File: config.mk
export PLATFORM = sky130hd
export DESIGN_NAME = pwm_multi_ch
export DESIGN_NICKNAME = d
export VERILOG_FILES = /design/src/rtl/pwm_pkg.sv /design/src/rtl/pwm_prescaler.sv /design/src/rtl/pwm_multi_ch.sv
export SDC_FILE = /design/constraint.sdc
export NUM_CORES = 1
export LEC_CHECK = 0
export CORE_ASPECT_RATIO = 1.4
export CORE_MARGIN = 4
export CORE_UTILIZATION = 50
export CTS_CLUSTER_DIAMETER = 100
export DETAILED_ROUTE_END_ITERATION = 8
export PLACE_DENSITY = 0.77
export SKIP_LAST_GASP = 1
export SLEW_MARGIN = 20
export SYNTH_ARGS = -nofsm -noshare
export SYNTH_HDL_FRONTEND = slang
export SYNTH_SLANG_ARGS = --single-unit
export TNS_END_PERCENT = 30
File: constraint.sdc
create_clock -name clk -period 2.5 [get_ports clk]
set_input_delay 0.625 -clock clk [delete_from_list [all_inputs] [get_ports clk]]
set_output_delay 0.625 -clock clk [all_outputs]
set_load 0.03 [all_outputs]
File: src/rtl/pwm_pkg.sv
// Shared definitions for the multi-channel PWM generator: count direction
// encodings, channel-index width helper and duty saturation.
package pwm_pkg;

    // Count directions used by the center-aligned (up/down) mode
    localparam logic CNT_UP   = 1'b0;
    localparam logic CNT_DOWN = 1'b1;

    // Channel index width: clog2(channels), never narrower than one bit
    function automatic int ch_width(input int channels);
        int w;
        if (channels > 1) begin
            w = $clog2(channels);
        end else begin
            w = 1;
        end
        return w;
    endfunction

    // Clamp a duty request to 2^width, the value that means 100 % on time
    function automatic logic [31:0] duty_sat(input logic [31:0] duty, input int width);
        logic [31:0] limit_v;
        limit_v = 32'd1 << width;
        if (duty > limit_v) begin
            return limit_v;
        end else begin
            return duty;
        end
    endfunction

endpackage

File: src/rtl/pwm_prescaler.sv
// Shared prescaler: emits a one-cycle tick every prescale+1 clock cycles
// while enabled; held at zero while disabled so a restart is aligned.
module pwm_prescaler #(
    parameter int PRESCALE_W = 16
) (
    input  logic                  clk,
    input  logic                  rst_n,
    input  logic                  ena,
    input  logic [PRESCALE_W-1:0] prescale,
    output logic                  tick
);

    logic [PRESCALE_W-1:0] pre_cnt_r;
    logic                  tick_s;

    // Tick when the count reaches (or, after a live decrease, passes) prescale
    always_comb begin
        tick_s = 1'b0;
        if (ena && (pre_cnt_r >= prescale)) begin
            tick_s = 1'b1;
        end else begin
            tick_s = 1'b0;
        end
    end

    // Prescale counter: cleared when disabled or on tick, otherwise counts up
    always_ff @(posedge clk or negedge rst_n) begin
        if (!rst_n) begin
            pre_cnt_r <= '0;
        end else if (!ena) begin
            pre_cnt_r <= '0;
        end else if (tick_s) begin
            pre_cnt_r <= '0;
        end else begin
            pre_cnt_r <= pre_cnt_r + PRESCALE_W'(1);
        end
    end

    assign tick = tick_s;

endmodule

File: src/rtl/pwm_multi_ch.sv
// Multi-channel PWM generator. One shared prescaler and period counter drive
// CHANNELS comparators with double-buffered duty values that swap in at the
// period boundary. Optional center-aligned counting is built only when the
// macro PWM_CENTER_EN is defined; otherwise the block is edge-aligned only.
module pwm_multi_ch
    import pwm_pkg::*;
#(
    parameter  int WIDTH      = 8,
    parameter  int CHANNELS   = 4,
    parameter  int PRESCALE_W = 16,
    localparam int CH_W       = ch_width(CHANNELS)
) (
    input  logic                  clk,
    input  logic                  rst_n,
    input  logic                  ena,
    input  logic [PRESCALE_W-1:0] prescale,
    input  logic                  center_mode,
    input  logic                  wr_en,
    input  logic [CH_W-1:0]       wr_ch,
    input  logic [WIDTH:0]        wr_duty,
    output logic [CHANNELS-1:0]   pwm_out,
    output logic                  period_start
);

    localparam int                DW       = WIDTH + 1;
    localparam logic [WIDTH-1:0]  CNT_MAX  = {WIDTH{1'b1}};
    localparam logic [WIDTH-1:0]  CNT_ONE  = WIDTH'(1);
    localparam logic [CH_W:0]     CH_LIMIT = (CH_W + 1)'(CHANNELS);

    logic                tick_s;
    logic                boundary_s;
    logic [WIDTH-1:0]    cnt_r;
    logic [WIDTH-1:0]    cnt_nxt_s;
    logic                wr_ok_s;
    logic [DW-1:0]       wr_sat_s;
    logic [DW-1:0]       shadow_r     [CHANNELS];
    logic [DW-1:0]       shadow_nxt_s [CHANNELS];
    logic [DW-1:0]       active_r     [CHANNELS];
    logic [CHANNELS-1:0] pwm_r;
    logic                period_start_r;

    pwm_prescaler #(
        .PRESCALE_W (PRESCALE_W)
    ) u_prescaler (
        .clk      (clk),
        .rst_n    (rst_n),
        .ena      (ena),
        .prescale (prescale),
        .tick     (tick_s)
    );

`ifdef PWM_CENTER_EN
    logic dir_r;
    logic dir_nxt_s;
    logic mode_r;

    // Next count: up/down triangle when center mode is latched, else sawtooth
    always_comb begin
        cnt_nxt_s  = cnt_r;
        dir_nxt_s  = dir_r;
        boundary_s = 1'b0;
        if (!tick_s) begin
            cnt_nxt_s = cnt_r;
        end else if (mode_r) begin
            if (dir_r == CNT_UP) begin
                if (cnt_r == CNT_MAX) begin
                    dir_nxt_s = CNT_DOWN;
                    cnt_nxt_s = cnt_r - CNT_ONE;
                end else begin
                    cnt_nxt_s = cnt_r + CNT_ONE;
                end
            end else begin
                if (cnt_r == CNT_ONE) begin
                    dir_nxt_s  = CNT_UP;
                    cnt_nxt_s  = '0;
                    boundary_s = 1'b1;
                end else begin
                    cnt_nxt_s = cnt_r - CNT_ONE;
                end
            end
        end else begin
            dir_nxt_s  = CNT_UP;
            cnt_nxt_s  = cnt_r + CNT_ONE;
            boundary_s = (cnt_r == CNT_MAX);
        end
    end

    // Direction state; counting mode is only re-sampled at a boundary or while idle
    always_ff @(posedge clk or negedge rst_n) begin
        if (!rst_n) begin
            dir_r  <= CNT_UP;
            mode_r <= 1'b0;
        end else if (!ena) begin
            dir_r  <= CNT_UP;
            mode_r <= center_mode;
        end else begin
            dir_r <= dir_nxt_s;
            if (boundary_s) begin
                mode_r <= center_mode;
            end else begin
                mode_r <= mode_r;
            end
        end
    end
`else
    logic unused_center_s;
    assign unused_center_s = center_mode;

    // Next count: edge-aligned sawtooth, boundary on the wrap from max to zero
    always_comb begin
        cnt_nxt_s  = cnt_r;
        boundary_s = 1'b0;
        if (tick_s) begin
            cnt_nxt_s  = cnt_r + CNT_ONE;
            boundary_s = (cnt_r == CNT_MAX);
        end else begin
            cnt_nxt_s  = cnt_r;
            boundary_s = 1'b0;
        end
    end
`endif

    // Period counter, parked at zero while disabled so a restart begins at 0
    always_ff @(posedge clk or negedge rst_n) begin
        if (!rst_n) begin
            cnt_r <= '0;
        end else if (!ena) begin
            cnt_r <= '0;
        end else begin
            cnt_r <= cnt_nxt_s;
        end
    end

    // Write decode, saturation, and the shadow values after this cycle's write
    always_comb begin
        wr_ok_s  = 1'b0;
        wr_sat_s = DW'(duty_sat(32'(wr_duty), WIDTH));
        if (wr_en && ({1'b0, wr_ch} < CH_LIMIT)) begin
            wr_ok_s = 1'b1;
        end else begin
            wr_ok_s = 1'b0;
        end
        for (int i = 0; i < CHANNELS; i++) begin
            if (wr_ok_s && (wr_ch == CH_W'(i))) begin
                shadow_nxt_s[i] = wr_sat_s;
            end else begin
                shadow_nxt_s[i] = shadow_r[i];
            end
        end
    end

    // Shadow registers take writes at any time
    always_ff @(posedge clk or negedge rst_n) begin
        if (!rst_n) begin
            for (int i = 0; i < CHANNELS; i++) begin
                shadow_r[i] <= '0;
            end
        end else begin
            for (int i = 0; i < CHANNELS; i++) begin
                shadow_r[i] <= shadow_nxt_s[i];
            end
        end
    end

    // Active duties swap in at a boundary (including a coincident write) or track while idle
    always_ff @(posedge clk or negedge rst_n) begin
        if (!rst_n) begin
            for (int i = 0; i < CHANNELS; i++) begin
                active_r[i] <= '0;
            end
        end else if (!ena || boundary_s) begin
            for (int i = 0; i < CHANNELS; i++) begin
                active_r[i] <= shadow_nxt_s[i];
            end
        end else begin
            for (int i = 0; i < CHANNELS; i++) begin
                active_r[i] <= active_r[i];
            end
        end
    end

    // Registered comparators and period pulse; compare is one bit wider than cnt
    always_ff @(posedge clk or negedge rst_n) begin
        if (!rst_n) begin
            pwm_r          <= '0;
            period_start_r <= 1'b0;
        end else begin
            for (int i = 0; i < CHANNELS; i++) begin
                pwm_r[i] <= ena && ({1'b0, cnt_r} < active_r[i]);
            end
            period_start_r <= boundary_s;
        end
    end

    assign pwm_out      = pwm_r;
    assign period_start = period_start_r;

endmodule

# Word level (Yosys, flattened, before mapping)
# Cells that the tools add are included.
[totals] in_bits=32 reg_bits=101
[classes] magnitude_cmp=6 addsub=2 n_mux=12 n_eq_ne=5 reduce_logical=12
[op_table] op="$mux W9" count=5
[op_table] op="$lt A8 B9 Y1" count=4
[op_table] op="$mux W16" count=2
[op_table] op="$add A16 B1 Y16 const B" count=1
[op_table] op="$ge A16 B16 Y1" count=1
[op_table] op="$mux W8" count=2
[op_table] op="$gt A9 B9 Y1 const B" count=1
[op_table] op="$logic_and A1 B1 Y1" count=9
[op_table] op="$add A8 B1 Y8 const B" count=1
[op_table] op="$eq A8 B8 Y1 const B" count=1
[op_table] op="$eq A2 B2 Y1 const B" count=2
[op_table] op="$mux W1" count=3
[op_table] op="$eq A2 B1 Y1 const B" count=1
[op_table] op="$logic_not A2 Y1" count=1
[op_table] op="$ne A2 B1 Y1 const B" count=1
[op_table] op="$logic_not A1 Y1" count=1
[op_table] op="$logic_or A1 B1 Y1" count=1

# Depth between registers and ports, before layout
# Gate-level depths: netlist (run 1).
[depth] ltp_word=5 depth_mapped=8

# Cells and area by module
# From an unflattened synthesis (run 1), not the netlist that was laid out.
[hier_totals] cells_unflattened=476 area_unflattened_um2=5256.3
[by_module_without_submodules] module="pwm_multi_ch" n_inst=1 cells_per_inst=343 area_each_um2=3956.3 seq_area_each_um2=2127.0
[by_module_without_submodules] module="pwm_prescaler" n_inst=1 cells_per_inst=133 area_each_um2=1300.0 seq_area_each_um2=400.4

# Worst setup path before layout (run 1)
# OpenSTA, ideal clock, no wires.
[synth_path] kind="input-to-reg" from="in prescale[13]" to="reg active_r[10] (netlist name)" t_required_ns=2.375 n_path_buf=1 arrival_time_ns=2.445 path_stages=8 setup_slack_ns=-0.069 setup_ns=0.125 path_cell_list="inv_1 -> ha_1 -> nand4_1 -> nor4_4 -> a21oi_2 -> a31oi_4 -> buf_6 -> mux2_2"
[synth_between] elab_chain_len=5
[synth_lines] element="start, declared" line="pwm_multi_ch.sv:16" text="input logic [PRESCALE_W-1:0] prescale,"
[synth_lines] element="$ge A16 B16 Y1" line="pwm_prescaler.sv:19" text="if (ena && (pre_cnt_r >= prescale)) begin"
[synth_lines] element="$logic_and A1 B1 Y1" line="pwm_prescaler.sv:19"
[synth_lines] element="$mux W1" line="pwm_prescaler.sv:19"
[synth_lines] element="$mux W1" line="pwm_multi_ch.sv:113" text="if (tick_s) begin"
[synth_lines] element="$logic_or A1 B1 Y1" line="pwm_multi_ch.sv:171" text="end else if (!ena || boundary_s) begin"
[synth_lines] element="end signal, assigned by index" line="pwm_multi_ch.sv:173" text="active_r[i] <= shadow_nxt_s[i];"
[synth_lines] element="end signal, assigned by index" line="pwm_multi_ch.sv:177" text="active_r[i] <= active_r[i];"
[synth_lines] element="end, declared" line="pwm_multi_ch.sv:38" text="logic [DW-1:0] active_r [CHANNELS];"
# No other way between the ends.
# A chain may end at the register's enable or synchronous reset.

# Final worst setup path (run 1)
[layout_path] from="in prescale[1]" to="reg active_r[24] (netlist name)"
# The elaborated chain is that of the path after synthesis.

==> flow_summary.rst, run 1 <==
.. list-table::
   :header-rows: 1

   * - Metric
     - Value
   * - Run status
     - finished, final reports clean
   * - Violation count after the first detailed-routing iteration
     - 241
   * - Final core utilization
     - 0.657
   * - Kind of critical path
     - input pin to flip-flop
   * - Clk Latency, worst-skew pair
     - 0.35 ns
   * - Total area of multi-input combinational cells
     - 0.00259 mm2
   * - Worst Setup Slack, final
     - 0.0342 ns
   * - Internal
     - 2980 uW
   * - Data arrival time of the worst path
     - 2.70 ns
   * - Highest clock rate
     - 406 MHz
   * - Drt drc
     - 0
   * - Effective utilization at floorplan
     - 0.516
   * - Maximum number of pins on one net before global-route repair
     - 43
   * - Share of total power in combinational logic
     - 0.195
   * - CP Launch Type
     - input pin
   * - Largest cells by area after synthesis
     - sky130_fd_sc_hd__dfrtp_1, sky130_fd_sc_hd__ha_1, sky130_fd_sc_hd__mux2_2, sky130_fd_sc_hd__o21ai_0, sky130_fd_sc_hd__inv_1
   * - Net Count, Synth
     - 569
   * - Remaining Overflow, GRT
     - 0
   * - Via count of the first global-routing pass
     - 4056
   * - CTS buffer count
     - 9
   * - Wire length of the first global-routing pass
     - 19.3 mm
   * - Most frequent standard cell in the layout excluding fill and tap cells
     - sky130_fd_sc_hd__dfrtp_1
   * - Post-Synthesis Cells
     - 491
   * - Sequential-to-total area share from yosys stat
     - 0.490
   * - Number of antenna violations at the first check in global routing
     - 0
   * - Endpoint class of the critical path
     - flip-flop
   * - Via count
     - 3858
   * - Leading cell types in the layout, fill and taps excluded
     - sky130_fd_sc_hd__dfrtp_1, sky130_fd_sc_hd__nand2_1, sky130_fd_sc_hd__inv_1
   * - Total number of clock tree sinks
     - 101
   * - Final setup violation count
     - 0
   * - Clock period minus final worst setup slack
     - 2.47 ns
   * - Slew Limit Fails
     - 0
   * - Total of buffers placed on input and output ports
     - 35
   * - Pre-CTS setup slack
     - -0.546 ns
   * - P&R area growth vs syn
     - 27.4%
   * - TritonRoute pass-1 iters
     - 4
   * - Path category of the worst min-delay check
     - input pin to asynchronous set/reset pin
   * - Power density over the cells
     - 612 mW/mm2
   * - Per-instance average area after synthesis
     - 10.5 um2
   * - Die Y-Extent
     - 128 um
   * - CTS root buf
     - sky130_fd_sc_hd__clkbuf_16
   * - Clk network pwr share
     - 0.323
   * - Final nets
     - 643
   * - Net Switching
     - 1040 uW
   * - Flop pwr share
     - 0.482
   * - Area of the placeable core
     - 0.0100 mm2
   * - Half-perimeter wire length after placement
     - 8.08 mm
   * - FFs w/ async S/R, synth
     - 1.00
   * - Number of placed instances with taps included
     - 671
   * - Global-route usage over all layers
     - 0.207
   * - Antenna-violating nets left
     - 0
   * - Layout cell share with drive strength beyond 1
     - 0.233
   * - Num ports
     - 37
   * - Syn. warnings
     - 0
   * - Die X
     - 93.9 um
   * - Max FO, Critical Path
     - 5
   * - Number of rows in the core area
     - 43
   * - Share of Yosys cell area claimed by the top area cell type
     - 0.490
   * - H-tree levels
     - 3
   * - Final hold violation count
     - 0
   * - Antenna cells
     - 0
   * - Ratio of final minimum period to clock period
     - 0.986
   * - Buffer levels on the longest clock path
     - 2
   * - Post-synth EDFFs
     - 0
   * - Max-Slew Margin vs Limit
     - 0.738
   * - Fill cell instance count of the final layout
     - 759
   * - RD Place Congestion
     - 0.801
   * - Wire per inst
     - 17.7 um
   * - Switching part of the total power
     - 0.260
   * - Area of all sequential standard cells
     - 0.00253 mm2
   * - Flop and latch count out of synthesis
     - 101
   * - Synth area leader
     - sky130_fd_sc_hd__dfrtp_1
   * - Worst EP required
     - 2.73 ns
   * - Leak pwr
     - 0.00310 uW
   * - Die area
     - 0.0120 mm2
   * - Clock Skews
     - 0.00705 ns
   * - Number of standard cells in the final layout excluding fillers
     - 705
   * - Pin slew with the least headroom to its limit
     - 0.390 ns
   * - Max cap viols
     - 0
   * - CTS tree
     - built
   * - Clock transition at path regs
     - 0.06 ns
   * - Via count normalized by instance count
     - 5.47
   * - Total routed wirelength
     - 12.5 mm
   * - Netlist area before placement
     - 0.00516 mm2
   * - Most used flip-flop cell after synthesis
     - sky130_fd_sc_hd__dfrtp_1
   * - Max rail drop VDD
     - 486 uV
   * - Cell variety after synth
     - 37
final timing paths:
path,start,slack [ns],to,depth (start not counted)
worst max-delay path,prescale[1],0.03,active_r[24]$_DFFE_PN0P_,11
worst min register to register,shadow_r[14]$_DFF_PN0_,0.49,shadow_r[14]$_DFF_PN0_,2
max in group asynchronous,rst_n,1.72,active_r[26]$_DFFE_PN0P_,2
min in group clk,shadow_r[14]$_DFF_PN0_,0.49,shadow_r[14]$_DFF_PN0_,2
worst min-delay path,rst_n,0.17,cnt_r[7]$_DFFE_PN0P_,1
worst max register to register,u_prescaler.pre_cnt_r[9]$_DFF_PN0_,0.04,active_r[24]$_DFFE_PN0P_,9
final cells by class:
class,instances,area share
Sequential cell,101,0.385
Clock buffer,15,0.0407
Timing Repair Buffer,76,0.123
Clock inverter,1,0.000761
Multi-Input combinational cell,323,0.394
Inverter,54,0.0308
Tap cell,135,0.0257
registers in the layout (all words and copies together), names as in the netlist:
register / count
active_r: 36
cnt_r: 8
period_start: 1
pwm_out: 4
shadow_r: 36
u_prescaler.pre_cnt_r: 16
per-stage QoR:
step	cell area, um2	TNS, ns	hold slack, ns	total power [uW]
2_1_floorplan	5190	-0.00697	0.329	2370
3_3_place_gp	5860	-22.25	0.463	2580
3_5_place_dp	5860	-26.62	0.475	2620
4_1_cts	6310	-2.60	0.163	3960
5_1_grt	6580	-0.337	0.181	4230
6_report	6580	0	0.167	4020
kinds of logic (layout without fill, tap and decap cells):
| group | Yosys count | in the layout | share of synthesized area |
|---|---|---|---|
| XOR/XNOR | 14 | 14 | 0.0238 |
| flip-flops | 101 | 101 | 0.490 |
| AO/OA/AOI/OAI | 89 | 89 | 0.107 |
| AND/OR/NAND/NOR | 129 | 129 | 0.119 |
| multiplexers | 45 | 45 | 0.0969 |
| buffers and inverters | 67 | 146 | 0.0531 |
| adder cells (fa/ha/maj) | 46 | 46 | 0.111 |
cells in the mapped netlist (all sizes together), types with 5 or more instances:
cell type  instances
xnor2             11
nand3             14
a21o               9
inv               54
ha                46
a21oi             18
nor3               5
mux2i              5
nand2b            17
nor2              29
clkbuf            10
nand2             49
mux2              40
dfrtp            101
o21ai             44
per-layer routing:
layer,global-route usage,vias to the layer above,part of all wire
met5,0,-,0
met4,0.0876,0,0.030
met3,0.0323,28,0.041
met2,0.379,102,0.54
met1,0.236,1910,0.39
li1,-,1818,-
power by group through the flow:
| stage | Combinational (uW) | Clock, uW | Sequential [uW] |
|---|---|---|---|
| final | 785 | 1300 | 1940 |
| after global routing | 866 | 1400 | 1960 |
| after CTS | 699 | 1330 | 1930 |
| after detailed placement | 661 | 0 | 1960 |
| after global placement | 626 | 0 | 1950 |
| after floorplan | 415 | 0 | 1950 |
critical path: stages:
cell	delay (ns)
sky130_fd_sc_hd__clkdlybuf4s50_1	0.45
sky130_fd_sc_hd__inv_1	0.06
sky130_fd_sc_hd__ha_4	0.26
sky130_fd_sc_hd__o21ai_2	0.05
sky130_fd_sc_hd__o21ai_2	0.22
sky130_fd_sc_hd__a21oi_4	0.10
sky130_fd_sc_hd__a31oi_4	0.22
sky130_fd_sc_hd__buf_12	0.16
sky130_fd_sc_hd__buf_12	0.11
sky130_fd_sc_hd__clkbuf_16	0.14
sky130_fd_sc_hd__mux2_4	0.30
repair_timing:
action / CTS / global route
setup buffers: 2 / 13
gates resized for setup: 22 / 60
pin swaps: 3 / 14
cloned: 3 / 2
hold buffers: 0 / 0
setup endpoints to repair: 37 / 37
No activity file was read; power rests on OpenSTA's default activity.
==> run 2, diff against run 1 <==
--- a/config.mk
+++ b/config.mk
@@ -11,6 +11,8 @@
 export CTS_CLUSTER_DIAMETER = 100
 export DETAILED_ROUTE_END_ITERATION = 8
 export PLACE_DENSITY = 0.77
+export SETUP_SLACK_MARGIN = 0.1
+export SKIP_CTS_REPAIR_TIMING = 1
 export SKIP_LAST_GASP = 1
 export SLEW_MARGIN = 20
 export SYNTH_ARGS = -nofsm -noshare
==> run 2 against run 1 <==
  * Hold slack improved by 0.12 ns
  * Count of clock-buffer cells in the layout down 2
  * Non-clock buffer count is 3 lower
  * Final area decreased by 0.86%
  * Clock skew is 0.0028 ns lower
  * Worst setup slack better by 0.076 ns
  * Largest cell class unchanged
  * Sequential share of layout area is 0.33 points higher
  * First-iteration DRC count down 17%
  * Critical path depth shrank 3
  * Via count shrank 2.2%
  * Clock power barely moved
  * Largest power group unchanged
  * Register-to-register slack improved by 0.07 ns
==> flow_summary.rst, run 2 (synthesized netlist as in run 1, its figures left out) <==
.. list-table::
   :header-rows: 1

   * - Metric
     - Value
   * - Die X
     - 93.9 um (unchanged)
   * - Layout cell share with drive strength beyond 1
     - 0.219 (-0.0139)
   * - Total routed wirelength
     - 11.7 mm (-6.6%)
   * - Global-route usage over all layers
     - 0.195 (-0.0124)
   * - Final nets
     - 640 (-0.47%)
   * - Total area of multi-input combinational cells
     - 0.00259 mm2 (unchanged)
   * - Number of antenna violations at the first check in global routing
     - 0 (unchanged)
   * - Buffer levels on the longest clock path
     - 2 (unchanged)
   * - Leading cell types in the layout, fill and taps excluded
     - sky130_fd_sc_hd__dfrtp_1, sky130_fd_sc_hd__nand2_1, sky130_fd_sc_hd__inv_1
   * - Critical path buffers and inverters
     - 2 (-3)
   * - CP Launch Type
     - flip-flop
   * - Via count normalized by instance count
     - 5.39 (-1.5%)
   * - Final core utilization
     - 0.652 (-0.00563)
   * - Die Y-Extent
     - 128 um (unchanged)
   * - Total number of clock tree sinks
     - 101 (unchanged)
   * - Number of standard cells in the final layout excluding fillers
     - 700 (-0.71%)
   * - Antenna cells
     - 0 (unchanged)
   * - Clock Skews
     - 0.00422 ns (-0.00283 ns)
   * - Endpoint class of the critical path
     - flip-flop
   * - Slew Limit Fails
     - 0 (unchanged)
   * - Most frequent standard cell in the layout excluding fill and tap cells
     - sky130_fd_sc_hd__dfrtp_1
   * - Wire per inst
     - 16.7 um (-6.0%)
   * - Leak pwr
     - 0.00314 uW (+1.4%)
   * - Via count
     - 3773 (-2.2%)
   * - Clk Latency, worst-skew pair
     - 0.34 ns (about the same)
   * - P&R area growth vs syn
     - 26.3%
   * - Cell chain of the critical path
     - ha_1 > nand4_1 > nor4_4 > a21oi_4 > a31oi_4 > buf_6 > buf_12 > mux2_4
   * - Clock transition at path regs
     - 0.06 ns (about the same)
   * - Number of rows in the core area
     - 43 (unchanged)
   * - R2r setup slk
     - 0.11 ns (+0.07 ns)
   * - DP Area
     - 0.00597 mm2 (+1.8%)
   * - Largest stage delay, worst path
     - 0.42 ns (-0.03 ns)
   * - Clock period minus final worst setup slack
     - 2.39 ns (-0.0764 ns)
   * - Path category of the worst min-delay check
     - input pin to asynchronous set/reset pin
   * - CTS buffer count
     - 9 (unchanged)
   * - RD Place Congestion
     - 0.812 (+1.3%)
   * - Pre-CTS setup slack
     - -0.582 ns (-0.0361 ns)
   * - Area of all sequential standard cells
     - 0.00253 mm2 (unchanged)
   * - Max-Slew Margin vs Limit
     - 0.608 (-0.130)
   * - Final setup violation count
     - 0 (unchanged)
   * - Maximum number of pins on one net before global-route repair
     - 46 (+7.0%)
   * - Max rail drop VDD
     - 524 uV (+7.8%)
   * - Max cap viols
     - 0 (unchanged)
   * - Effective utilization at floorplan
     - 0.516 (unchanged)
   * - Via count of the first global-routing pass
     - 3898 (-3.9%)
   * - Area of the placeable core
     - 0.0100 mm2 (unchanged)
   * - Number of placed instances with taps included
     - 675 (+0.60%)
   * - Pin slew with the least headroom to its limit
     - 0.588 ns (+0.198 ns)
   * - Fill cell instance count of the final layout
     - 759 (unchanged)
   * - CTS tree
     - built
   * - Violation count after the first detailed-routing iteration
     - 201 (-17%)
   * - Die area
     - 0.0120 mm2 (unchanged)
   * - Kind of critical path
     - flip-flop to flip-flop
   * - Total power of the final layout
     - 3970 uW (-1.3%)
   * - Slowest cell on crit path
     - sky130_fd_sc_hd__dfrtp_1
   * - Worst EP required
     - 2.73 ns (about the same)
   * - CTS root buf
     - sky130_fd_sc_hd__clkbuf_16
   * - Num ports
     - 37 (unchanged)
   * - Ratio of final minimum period to clock period
     - 0.956 (-0.0306)
   * - H-tree levels
     - 3 (unchanged)
   * - Post-route cell area
     - 0.00652 mm2 (-0.86%)
   * - Antenna-violating nets left
     - 0 (unchanged)
   * - Final hold violation count
     - 0 (unchanged)
   * - Remaining Overflow, GRT
     - 0 (unchanged)
   * - Drt drc
     - 0 (unchanged)
   * - Highest clock rate
     - 419 MHz (+3.2%)
   * - Max FO, Critical Path
     - 7 (+2)
   * - Data arrival time of the worst path
     - 2.62 ns (-0.08 ns)
   * - Total of buffers placed on input and output ports
     - 35 (unchanged)
   * - Leading registers by flop count
     - active_r x36, shadow_r x36, u_prescaler.pre_cnt_r x16
   * - Half-perimeter wire length after placement
     - 8.19 mm (+1.3%)
   * - Wire length of the first global-routing pass
     - 18.3 mm (-5.3%)
   * - Top Family by Delay on Critical Path
     - simple AND/OR/NAND/NOR gates
   * - TritonRoute pass-1 iters
     - 4 (unchanged)
   * - Power density over the cells
     - 609 mW/mm2 (-0.41%)
   * - Unrepaired setup endpoints after global routing
     - yes
   * - Run status
     - finished, final reports clean
   * - Worst Setup Slack, final
     - 0.111 ns (+0.0764 ns)
==> run 2: area by class of cell <==
cell class	count	area share
multi-input cells	323	0.397
flip-flops and latches	101	0.388
repair buffers	73	0.113
clock buffers	13	0.0399
inverters	54	0.0345
well taps	135	0.0259
clock inverters	1	0.00115
==> run 2: path summary, 6_finish.rpt <==
kind,from,to,cells after the start
setup / recovery,u_prescaler.pre_cnt_r[10]$_DFF_PN0_,active_r[21]$_DFFE_PN0P_,8
hold / removal,rst_n,shadow_r[18]$_DFF_PN0_,1
setup reg to reg,u_prescaler.pre_cnt_r[10]$_DFF_PN0_,active_r[21]$_DFFE_PN0P_,8
hold reg to reg,shadow_r[31]$_DFF_PN0_,shadow_r[31]$_DFF_PN0_,2
max in group asynchronous,rst_n,shadow_r[7]$_DFF_PN0_,2
min in group clk,shadow_r[31]$_DFF_PN0_,shadow_r[31]$_DFF_PN0_,2
==> run 2: where the power goes <==
part | internal (uW) | switching (uW) | total, uW
sequential | 1840 | 101 | 1940
combinational | 395 | 362 | 757
clock | 718 | 555 | 1270
total | 2950 | 1020 | 3970
==> run 2: per-stage QoR <==
step	hold WS [ns]	TNS (ns)
floorplan	0.329	0
global placement	0.462	-24.11
detailed placement	0.474	-26.99
CTS	0.303	-7.07
global route	0.327	0
finish	0.283	0
==> run 2: routing by layer <==
layer  GRT usage  up-vias  share of wire
met3      0.0470       18          0.042
met5           0        -              0
li1            -     1809              -
met4      0.0655        0          0.019
met2       0.351       85           0.55
met1       0.224     1861           0.39
